### src/rtl/sopc_bus_pkg.sv
// Shared definitions for the data-side bus fabric: FSM encoding,
// default watchdog limit, error read-data value and byte-enable width helper.
package sopc_bus_pkg;

  typedef enum logic [1:0] {
    ST_IDLE = 2'd0,
    ST_BUSY = 2'd1,
    ST_DONE = 2'd2
  } bus_state_t;

  // BUSY cycles tolerated without an acknowledge
  localparam int DEF_TIMEOUT = 15;

  // Every bit of the read data returned on an errored access
  localparam logic ERR_DATA_BIT = 1'b0;

  // Number of byte lanes for a data bus of width data_w
  function automatic int be_width(input int data_w);
    return data_w / 8;
  endfunction

endpackage

### src/rtl/sopc_data_bus_if.sv
// Core-side data-memory port of the bus fabric. Member names are seen
// from the fabric: _i are driven by the core, _o by the fabric.
interface sopc_data_bus_if #(
  parameter int ADDR_W = 32,
  parameter int DATA_W = 32
);
  localparam int BE_W = sopc_bus_pkg::be_width(DATA_W);

  logic              m_ce_i;
  logic              m_we_i;
  logic [ADDR_W-1:0] m_addr_i;
  logic [BE_W-1:0]   m_sel_i;
  logic [DATA_W-1:0] m_data_i;
  logic [DATA_W-1:0] m_data_o;
  logic              m_stall_o;
  logic              m_err_o;

  // Core side
  modport master (
    output m_ce_i, m_we_i, m_addr_i, m_sel_i, m_data_i,
    input  m_data_o, m_stall_o, m_err_o
  );

  // Fabric side
  modport slave (
    input  m_ce_i, m_we_i, m_addr_i, m_sel_i, m_data_i,
    output m_data_o, m_stall_o, m_err_o
  );
endinterface

### src/rtl/sopc_bus_watchdog.sv
// Cycle counter that flags when a slave has been waited on for TIMEOUT
// cycles. reached_o is high during the TIMEOUT-th enabled cycle.
module sopc_bus_watchdog #(
  parameter int TIMEOUT = sopc_bus_pkg::DEF_TIMEOUT
) (
  input  logic clk,
  input  logic rst,
  input  logic clr_i,
  input  logic en_i,
  output logic reached_o
);
  localparam int CW = (TIMEOUT > 1) ? $clog2(TIMEOUT + 1) : 1;

  logic [CW-1:0] count_q;
  logic [CW-1:0] count_d;

  assign reached_o = (count_q == CW'(TIMEOUT - 1));

  // Next count: clear wins, otherwise count while enabled and below the limit
  always_comb begin
    count_d = count_q;
    if (clr_i) begin
      count_d = '0;
    end else if (en_i && !reached_o) begin
      count_d = count_q + CW'(1);
    end else begin
      count_d = count_q;
    end
  end

  // Counter register
  always_ff @(posedge clk or posedge rst) begin
    if (rst) begin
      count_q <= '0;
    end else begin
      count_q <= count_d;
    end
  end
endmodule

### src/rtl/sopc_data_bus.sv
// Data-side bus fabric: decodes the top address bits to one of NUM_SLAVES
// slaves, holds the latched request until the slave acks or the watchdog
// expires, stalls the core meanwhile and returns registered read data.
module sopc_data_bus
  import sopc_bus_pkg::*;
#(
  parameter int NUM_SLAVES = 4,
  parameter int SEL_BITS   = 2,
  parameter int ADDR_W     = 32,
  parameter int DATA_W     = 32,
  parameter int TIMEOUT    = DEF_TIMEOUT
) (
  input  logic                         clk,
  input  logic                         rst,
  sopc_data_bus_if.slave               m_bus,
  output logic                         err_sticky_o,
  output logic [NUM_SLAVES-1:0]        s_ce_o,
  output logic                         s_we_o,
  output logic [ADDR_W-1:0]            s_addr_o,
  output logic [be_width(DATA_W)-1:0]  s_sel_o,
  output logic [DATA_W-1:0]            s_data_o,
  input  logic [NUM_SLAVES*DATA_W-1:0] s_data_i,
  input  logic [NUM_SLAVES-1:0]        s_ack_i
);
  localparam int BE_W = be_width(DATA_W);
  localparam logic [SEL_BITS:0] NS_W = (SEL_BITS + 1)'(NUM_SLAVES);

  bus_state_t                state_q;
  logic                      we_q;
  logic [ADDR_W-1:0]         addr_q;
  logic [BE_W-1:0]           sel_q;
  logic [DATA_W-1:0]         wdata_q;
  logic [NUM_SLAVES-1:0]     ce_q;
  logic [DATA_W-1:0]         rdata_q;
  logic                      err_q;
  logic                      sticky_q;

  logic [SEL_BITS-1:0]       idx_s;
  logic                      mapped_s;
  logic [NUM_SLAVES-1:0]     onehot_s;
  logic                      ack_s;
  logic [DATA_W-1:0]         rdata_sel_s;
  logic                      reached_s;
  logic                      stall_s;

  assign idx_s    = m_bus.m_addr_i[ADDR_W-1 -: SEL_BITS];
  assign mapped_s = ({1'b0, idx_s} < NS_W);

  // Slave decode of the incoming address
  always_comb begin
    onehot_s = '0;
    for (int k = 0; k < NUM_SLAVES; k++) begin
      onehot_s[k] = (idx_s == SEL_BITS'(k));
    end
  end

  // Ack and read data of the currently selected slave only
  always_comb begin
    rdata_sel_s = '0;
    for (int k = 0; k < NUM_SLAVES; k++) begin
      rdata_sel_s = rdata_sel_s | (s_data_i[k*DATA_W +: DATA_W] & {DATA_W{ce_q[k]}});
    end
  end
  assign ack_s = |(s_ack_i & ce_q);

  sopc_bus_watchdog #(.TIMEOUT(TIMEOUT)) u_watchdog (
    .clk       (clk),
    .rst       (rst),
    .clr_i     (state_q == ST_IDLE),
    .en_i      (state_q == ST_BUSY),
    .reached_o (reached_s)
  );

  // Stall: follows the request in IDLE so the core holds until completion
  always_comb begin
    case (state_q)
      ST_IDLE: stall_s = m_bus.m_ce_i;
      ST_BUSY: stall_s = 1'b1;
      ST_DONE: stall_s = 1'b0;
      default: stall_s = 1'b0;
    endcase
  end

  // Request FSM with latched slave bus, read data and error flags
  always_ff @(posedge clk or posedge rst) begin
    if (rst) begin
      state_q  <= ST_IDLE;
      we_q     <= 1'b0;
      addr_q   <= '0;
      sel_q    <= '0;
      wdata_q  <= '0;
      ce_q     <= '0;
      rdata_q  <= '0;
      err_q    <= 1'b0;
      sticky_q <= 1'b0;
    end else begin
      case (state_q)
        ST_IDLE: begin
          err_q <= 1'b0;
          if (m_bus.m_ce_i) begin
            we_q    <= m_bus.m_we_i;
            addr_q  <= m_bus.m_addr_i;
            sel_q   <= m_bus.m_sel_i;
            wdata_q <= m_bus.m_data_i;
            if (mapped_s) begin
              ce_q    <= onehot_s;
              state_q <= ST_BUSY;
            end else begin
              rdata_q  <= {DATA_W{ERR_DATA_BIT}};
              err_q    <= 1'b1;
              sticky_q <= 1'b1;
              state_q  <= ST_DONE;
            end
          end
        end
        ST_BUSY: begin
          // Ack is checked first so a last-cycle ack beats the timeout
          if (ack_s) begin
            if (!we_q) begin
              rdata_q <= rdata_sel_s;
            end
            ce_q    <= '0;
            state_q <= ST_DONE;
          end else if (reached_s) begin
            rdata_q  <= {DATA_W{ERR_DATA_BIT}};
            err_q    <= 1'b1;
            sticky_q <= 1'b1;
            ce_q     <= '0;
            state_q  <= ST_DONE;
          end
        end
        ST_DONE: begin
          err_q   <= 1'b0;
          state_q <= ST_IDLE;
        end
        default: begin
          ce_q    <= '0;
          err_q   <= 1'b0;
          state_q <= ST_IDLE;
        end
      endcase
    end
  end

  assign m_bus.m_data_o  = rdata_q;
  assign m_bus.m_stall_o = stall_s;
  assign m_bus.m_err_o   = err_q;
  assign err_sticky_o    = sticky_q;
  assign s_ce_o          = ce_q;
  assign s_we_o          = we_q;
  assign s_addr_o        = addr_q;
  assign s_sel_o         = sel_q;
  assign s_data_o        = wdata_q;
endmodule

### src/flat_wrapper.sv
// flat-port wrapper written by rule: the top's interface ports become plain ports
module sopc_data_bus_flat import sopc_bus_pkg::*;
#(
  parameter int NUM_SLAVES = 4,
  parameter int SEL_BITS   = 2,
  parameter int ADDR_W     = 32,
  parameter int DATA_W     = 32,
  parameter int TIMEOUT    = DEF_TIMEOUT
)
  (clk, rst, err_sticky_o, s_ce_o, s_we_o, s_addr_o, s_sel_o, s_data_o, s_data_i, s_ack_i, m_bus_m_ce_i, m_bus_m_we_i, m_bus_m_addr_i, m_bus_m_sel_i, m_bus_m_data_i, m_bus_m_data_o, m_bus_m_stall_o, m_bus_m_err_o);
  sopc_data_bus_if #(.ADDR_W(ADDR_W), .DATA_W(DATA_W)) m_bus_i ();
  input  logic clk;
  input  logic rst;
  output logic err_sticky_o;
  output logic [NUM_SLAVES-1:0] s_ce_o;
  output logic s_we_o;
  output logic [ADDR_W-1:0] s_addr_o;
  output logic [be_width(DATA_W)-1:0] s_sel_o;
  output logic [DATA_W-1:0] s_data_o;
  input  logic [NUM_SLAVES*DATA_W-1:0] s_data_i;
  input  logic [NUM_SLAVES-1:0] s_ack_i;
  input wire logic [$bits(m_bus_i.m_ce_i)-1:0] m_bus_m_ce_i;
  input wire logic [$bits(m_bus_i.m_we_i)-1:0] m_bus_m_we_i;
  input wire logic [$bits(m_bus_i.m_addr_i)-1:0] m_bus_m_addr_i;
  input wire logic [$bits(m_bus_i.m_sel_i)-1:0] m_bus_m_sel_i;
  input wire logic [$bits(m_bus_i.m_data_i)-1:0] m_bus_m_data_i;
  output wire logic [$bits(m_bus_i.m_data_o)-1:0] m_bus_m_data_o;
  output wire logic [$bits(m_bus_i.m_stall_o)-1:0] m_bus_m_stall_o;
  output wire logic [$bits(m_bus_i.m_err_o)-1:0] m_bus_m_err_o;
  assign m_bus_i.m_ce_i = m_bus_m_ce_i;
  assign m_bus_i.m_we_i = m_bus_m_we_i;
  assign m_bus_i.m_addr_i = m_bus_m_addr_i;
  assign m_bus_i.m_sel_i = m_bus_m_sel_i;
  assign m_bus_i.m_data_i = m_bus_m_data_i;
  assign m_bus_m_data_o = m_bus_i.m_data_o;
  assign m_bus_m_stall_o = m_bus_i.m_stall_o;
  assign m_bus_m_err_o = m_bus_i.m_err_o;
  sopc_data_bus #(.NUM_SLAVES(NUM_SLAVES), .SEL_BITS(SEL_BITS), .ADDR_W(ADDR_W), .DATA_W(DATA_W), .TIMEOUT(TIMEOUT)) u_core (.clk(clk), .rst(rst), .m_bus(m_bus_i), .err_sticky_o(err_sticky_o), .s_ce_o(s_ce_o), .s_we_o(s_we_o), .s_addr_o(s_addr_o), .s_sel_o(s_sel_o), .s_data_o(s_data_o), .s_data_i(s_data_i), .s_ack_i(s_ack_i));
endmodule
### config.mk
export PLATFORM = sky130hd
export DESIGN_NAME = sopc_data_bus_flat
export DESIGN_NICKNAME = d
export VERILOG_FILES = /design/src/rtl/sopc_bus_pkg.sv /design/src/rtl/sopc_data_bus_if.sv /design/src/rtl/sopc_bus_watchdog.sv /design/src/rtl/sopc_data_bus.sv /design/src/flat_wrapper.sv
export SDC_FILE = /design/constraint.sdc
export NUM_CORES = 1
export LEC_CHECK = 0
export ABC_CLOCK_PERIOD_IN_PS = 6500
export CORE_MARGIN = 8
export CORE_UTILIZATION = 30
export CTS_CLUSTER_DIAMETER = 200
export DETAILED_ROUTE_END_ITERATION = 7
export PLACE_DENSITY = 0.72
export SYNTH_ARGS = -nofsm -noshare
export SYNTH_HDL_FRONTEND = slang
export SYNTH_SLANG_ARGS = --single-unit
export TNS_END_PERCENT = 20
### constraint.sdc
create_clock -name clk -period 6.5 [get_ports clk]
set_input_delay 1.3 -clock clk [delete_from_list [all_inputs] [get_ports clk]]
set_output_delay 1.3 -clock clk [all_outputs]
set_load 0.005 [all_outputs]
==> impl_metrics.env <==
export IMPL_worst_setup_path_start_kind="input pin"
export IMPL_yosys_warnings=0
export IMPL_antenna_found_initial=1
export IMPL_drt_iter0_markers=163
export IMPL_grt_usage_pct=17.7
export IMPL_maxSlewHeadroom_pct=38.2
export IMPL_final_setup_viol_count=0
export IMPL_die_area_um2=20900
export IMPL_place_hpwl_mm=14.4
export IMPL_fmax_mhz=266
export IMPL_overflow=0
export IMPL_start_util_pct=30.3
export IMPL_insertion_delay_ps=410
export IMPL_synthTopCellsByArea="dfrtp_1 (57%), mux2_2 (15%), a22o_1 (6.0%)"
export IMPL_holdBufCountCts=0
export IMPL_syn_inst=360
export IMPL_hp_class="reg -> reg"
export IMPL_grt_pass1_vias=5034
export IMPL_coreArea_um2=16300
export IMPL_postCtsSetupRepairBufs=0
export IMPL_critPathRequiredTime_ps=5200
export IMPL_internal_power_uw=2710
export IMPL_yosysTopAreaCell="dfrtp_1"
export IMPL_ys_seq_area_share_pct=57.1
export IMPL_portBuffers=311
export IMPL_end_kind="output pin"
export IMPL_power_share_clock_pct=23.0
export IMPL_first_pass_iters=5
export IMPL_cts_sinks=113
export IMPL_fillCellCount=1435
export IMPL_p_seq_share_pct=31.0
export IMPL_power_leakage_uw=0.00357
export IMPL_crit_fanout=2
export IMPL_areaGrowthSynthToFinish_pct=78.0
export IMPL_ir_drop_uv=295
export IMPL_ios=312
export IMPL_drv_slew=0
export IMPL_drive_gt1_share_pct=16.6
export IMPL_final_common_cell="clkdlybuf4s50_1"
export IMPL_outcome="complete, no violations"
export IMPL_via_per_inst=4.94
export IMPL_finClkSkew_ps=11.4
export IMPL_ant_nets=0
export IMPL_cts_buffers=17
export IMPL_critPathKind="in -> out"
export IMPL_grt_first_pass_wirelength_mm=28.2
export IMPL_die_height_um=145
export IMPL_min_delay_start="u_core.err_sticky_o"
export IMPL_power_density_nw_per_um2=449
export IMPL_fin_crit_sh_pct=57.8
export IMPL_worstPathArrival_ps=2460
export IMPL_worst_pin_slew_ps=927
export IMPL_grt_max_degree=76
export IMPL_nNetsFinal=872
export IMPL_hold_viol_final=0
export IMPL_rsz0062_at_grt="false"
export IMPL_drc=0
export IMPL_ys_types=33
export IMPL_clk_path_buf_depth=2
export IMPL_vias=4442
export IMPL_routed_wl_mm=18.9
export IMPL_diodes=0
export IMPL_synth_area_um2=4950
export IMPL_h_tree_depth=4
export IMPL_switching_share_pct=31.5
export IMPL_p_switching_uw=1250
export IMPL_p_comb_share_pct=46.0
export IMPL_clkTransAtPathRegs_ps=50
export IMPL_wl_per_cell_um=21.0
export IMPL_synth_nets=566
export IMPL_post_route_min_period_ps=3760
export IMPL_tritoncts="yes"
export IMPL_fp_dieW_um=145
export IMPL_ctsRootBufferMaster="clkbuf_16"
export IMPL_cts_resized=0
export IMPL_synth_area_per_cell_um2=13.8
export IMPL_r2r_start="u_core.state_q[1]"
export IMPL_timing_max_cap_violations=0
export IMPL_timing_setup_tns_ps=0
export IMPL_core_rowCount=47
export IMPL_ys_ff_latch=113
export IMPL_synth_top_area_share_pct=57.1
export IMPL_crit_path_start="m_bus_m_ce_i"
export IMPL_timing_hold_ws_ps=464
export IMPL_layout_common_cells="clkdlybuf4s50_1 (311), dfrtp_1 (113), mux2_2 (68)"
export IMPL_gp_congestion=0.919
[worst paths after layout]
path / to / slack [ps] / depth (start not counted)
worst max-delay path: m_bus_m_stall_o / 2740 / 4
worst min-delay path: u_core.err_sticky_o / 460 / 1
worst max register to register: u_core.s_ce_o[0] / 4320 / 5
worst min register to register: u_core.err_sticky_o / 460 / 1
max in group asynchronous: u_core.s_addr_o[3] / 3910 / 3
min in group asynchronous: u_core.s_data_o[16] / 1430 / 2
[cells in the mapped netlist]
cell       count
a211o_1        1
a21boi_0       1
a21o_1         1
a21oi_1        1
a221oi_1      32
a22o_1        34
a22oi_4        2
a31oi_1        1
a32o_1         2
a41oi_1        1
and2_0         1
and3_1         2
buf_1          2
buf_2          8
buf_4          6
buf_6          3
clkbuf_1      12
dfrtp_1      113
ha_1           2
inv_1          6
mux2_2        68
nand2_1        5
nand2_2        1
nand2b_1       2
nand3_1        2
nor2_1         8
nor3b_1        1
o21a_1         1
o21ai_0        5
o21bai_1       1
o2bb2ai_1     33
o31a_4         1
o31ai_1        1
[logic make-up (layout without fill, tap and decap cells)]
logic type      after synthesis  after routing  share of synthesized area, %
compound gates              118            118                          21.0
fa+ha+maj                     2              2                         0.505
buf+inv                      37            356                          3.91
flops                       113            113                          57.1
mux                          68             68                          15.5
simple gates                 22             22                          2.10
[stage by stage]
stage / worst slack (ps) / utilization, % / instance area, um^2 / cells / power (uW)
5_1_grt: 2700 / 53.9 / 8820 / 899 / 4190
6_report: 2740 / 53.9 / 8820 / 899 / 3960
3_3_place_gp: 2750 / 50.3 / 8230 / 867 / 3010
3_5_place_dp: 2740 / 50.3 / 8230 / 867 / 3070
2_1_floorplan: 2210 / - / 4950 / 360 / 2080
4_1_cts: 2740 / 53.9 / 8820 / 899 / 4020
[sequential cells by signal, indices dropped and copies added, names as in the netlist]
signal / count
u_core.state_q: 2
u_core.u_watchdog.count_q: 4
u_core.s_sel_o: 4
u_core.s_ce_o: 4
u_core.s_data_o: 32
u_core.s_addr_o: 32
u_core.m_bus.m_err_o: 1
u_core.m_bus.m_data_o: 32
u_core.err_sticky_o: 1
u_core.s_we_o: 1
[worst max-delay path: stages]
cell             delay (ps)
clkdlybuf4s50_1         480
nor2_1                   50
nor2_1                  100
clkdlybuf4s50_1         520
[per-layer routing]
metal  global-route usage [%]  routed length, um  vias to the layer above
met5                        0                 14                        -
met3                     8.52               1950                       34
met4                     6.57                473                        2
met1                     18.4               6900                     2184
met2                     30.6               9530                      205
li1                         -                  -                     2017
[power groups by stage]
stage	sequential, uW	clock, uW	combinational, uW
after floorplan	1210	0	863
after global placement	1210	0	1800
after detailed placement	1230	0	1840
after CTS	1230	932	1850
after global routing	1270	966	1960
final	1230	911	1820
[cell type report]
cell class                 instances  area (um^2)  area share [%]
inverter                           6         25.0           0.284
clock buffer                      19          453            5.14
multi-input combinational        210         1930            21.9
sequential                       113         2830            32.1
tap                              220          275            3.12
clock inverter                    13          138            1.56
timing repair buffer             318         3170            35.9
(Power assumes the default switching activity.)
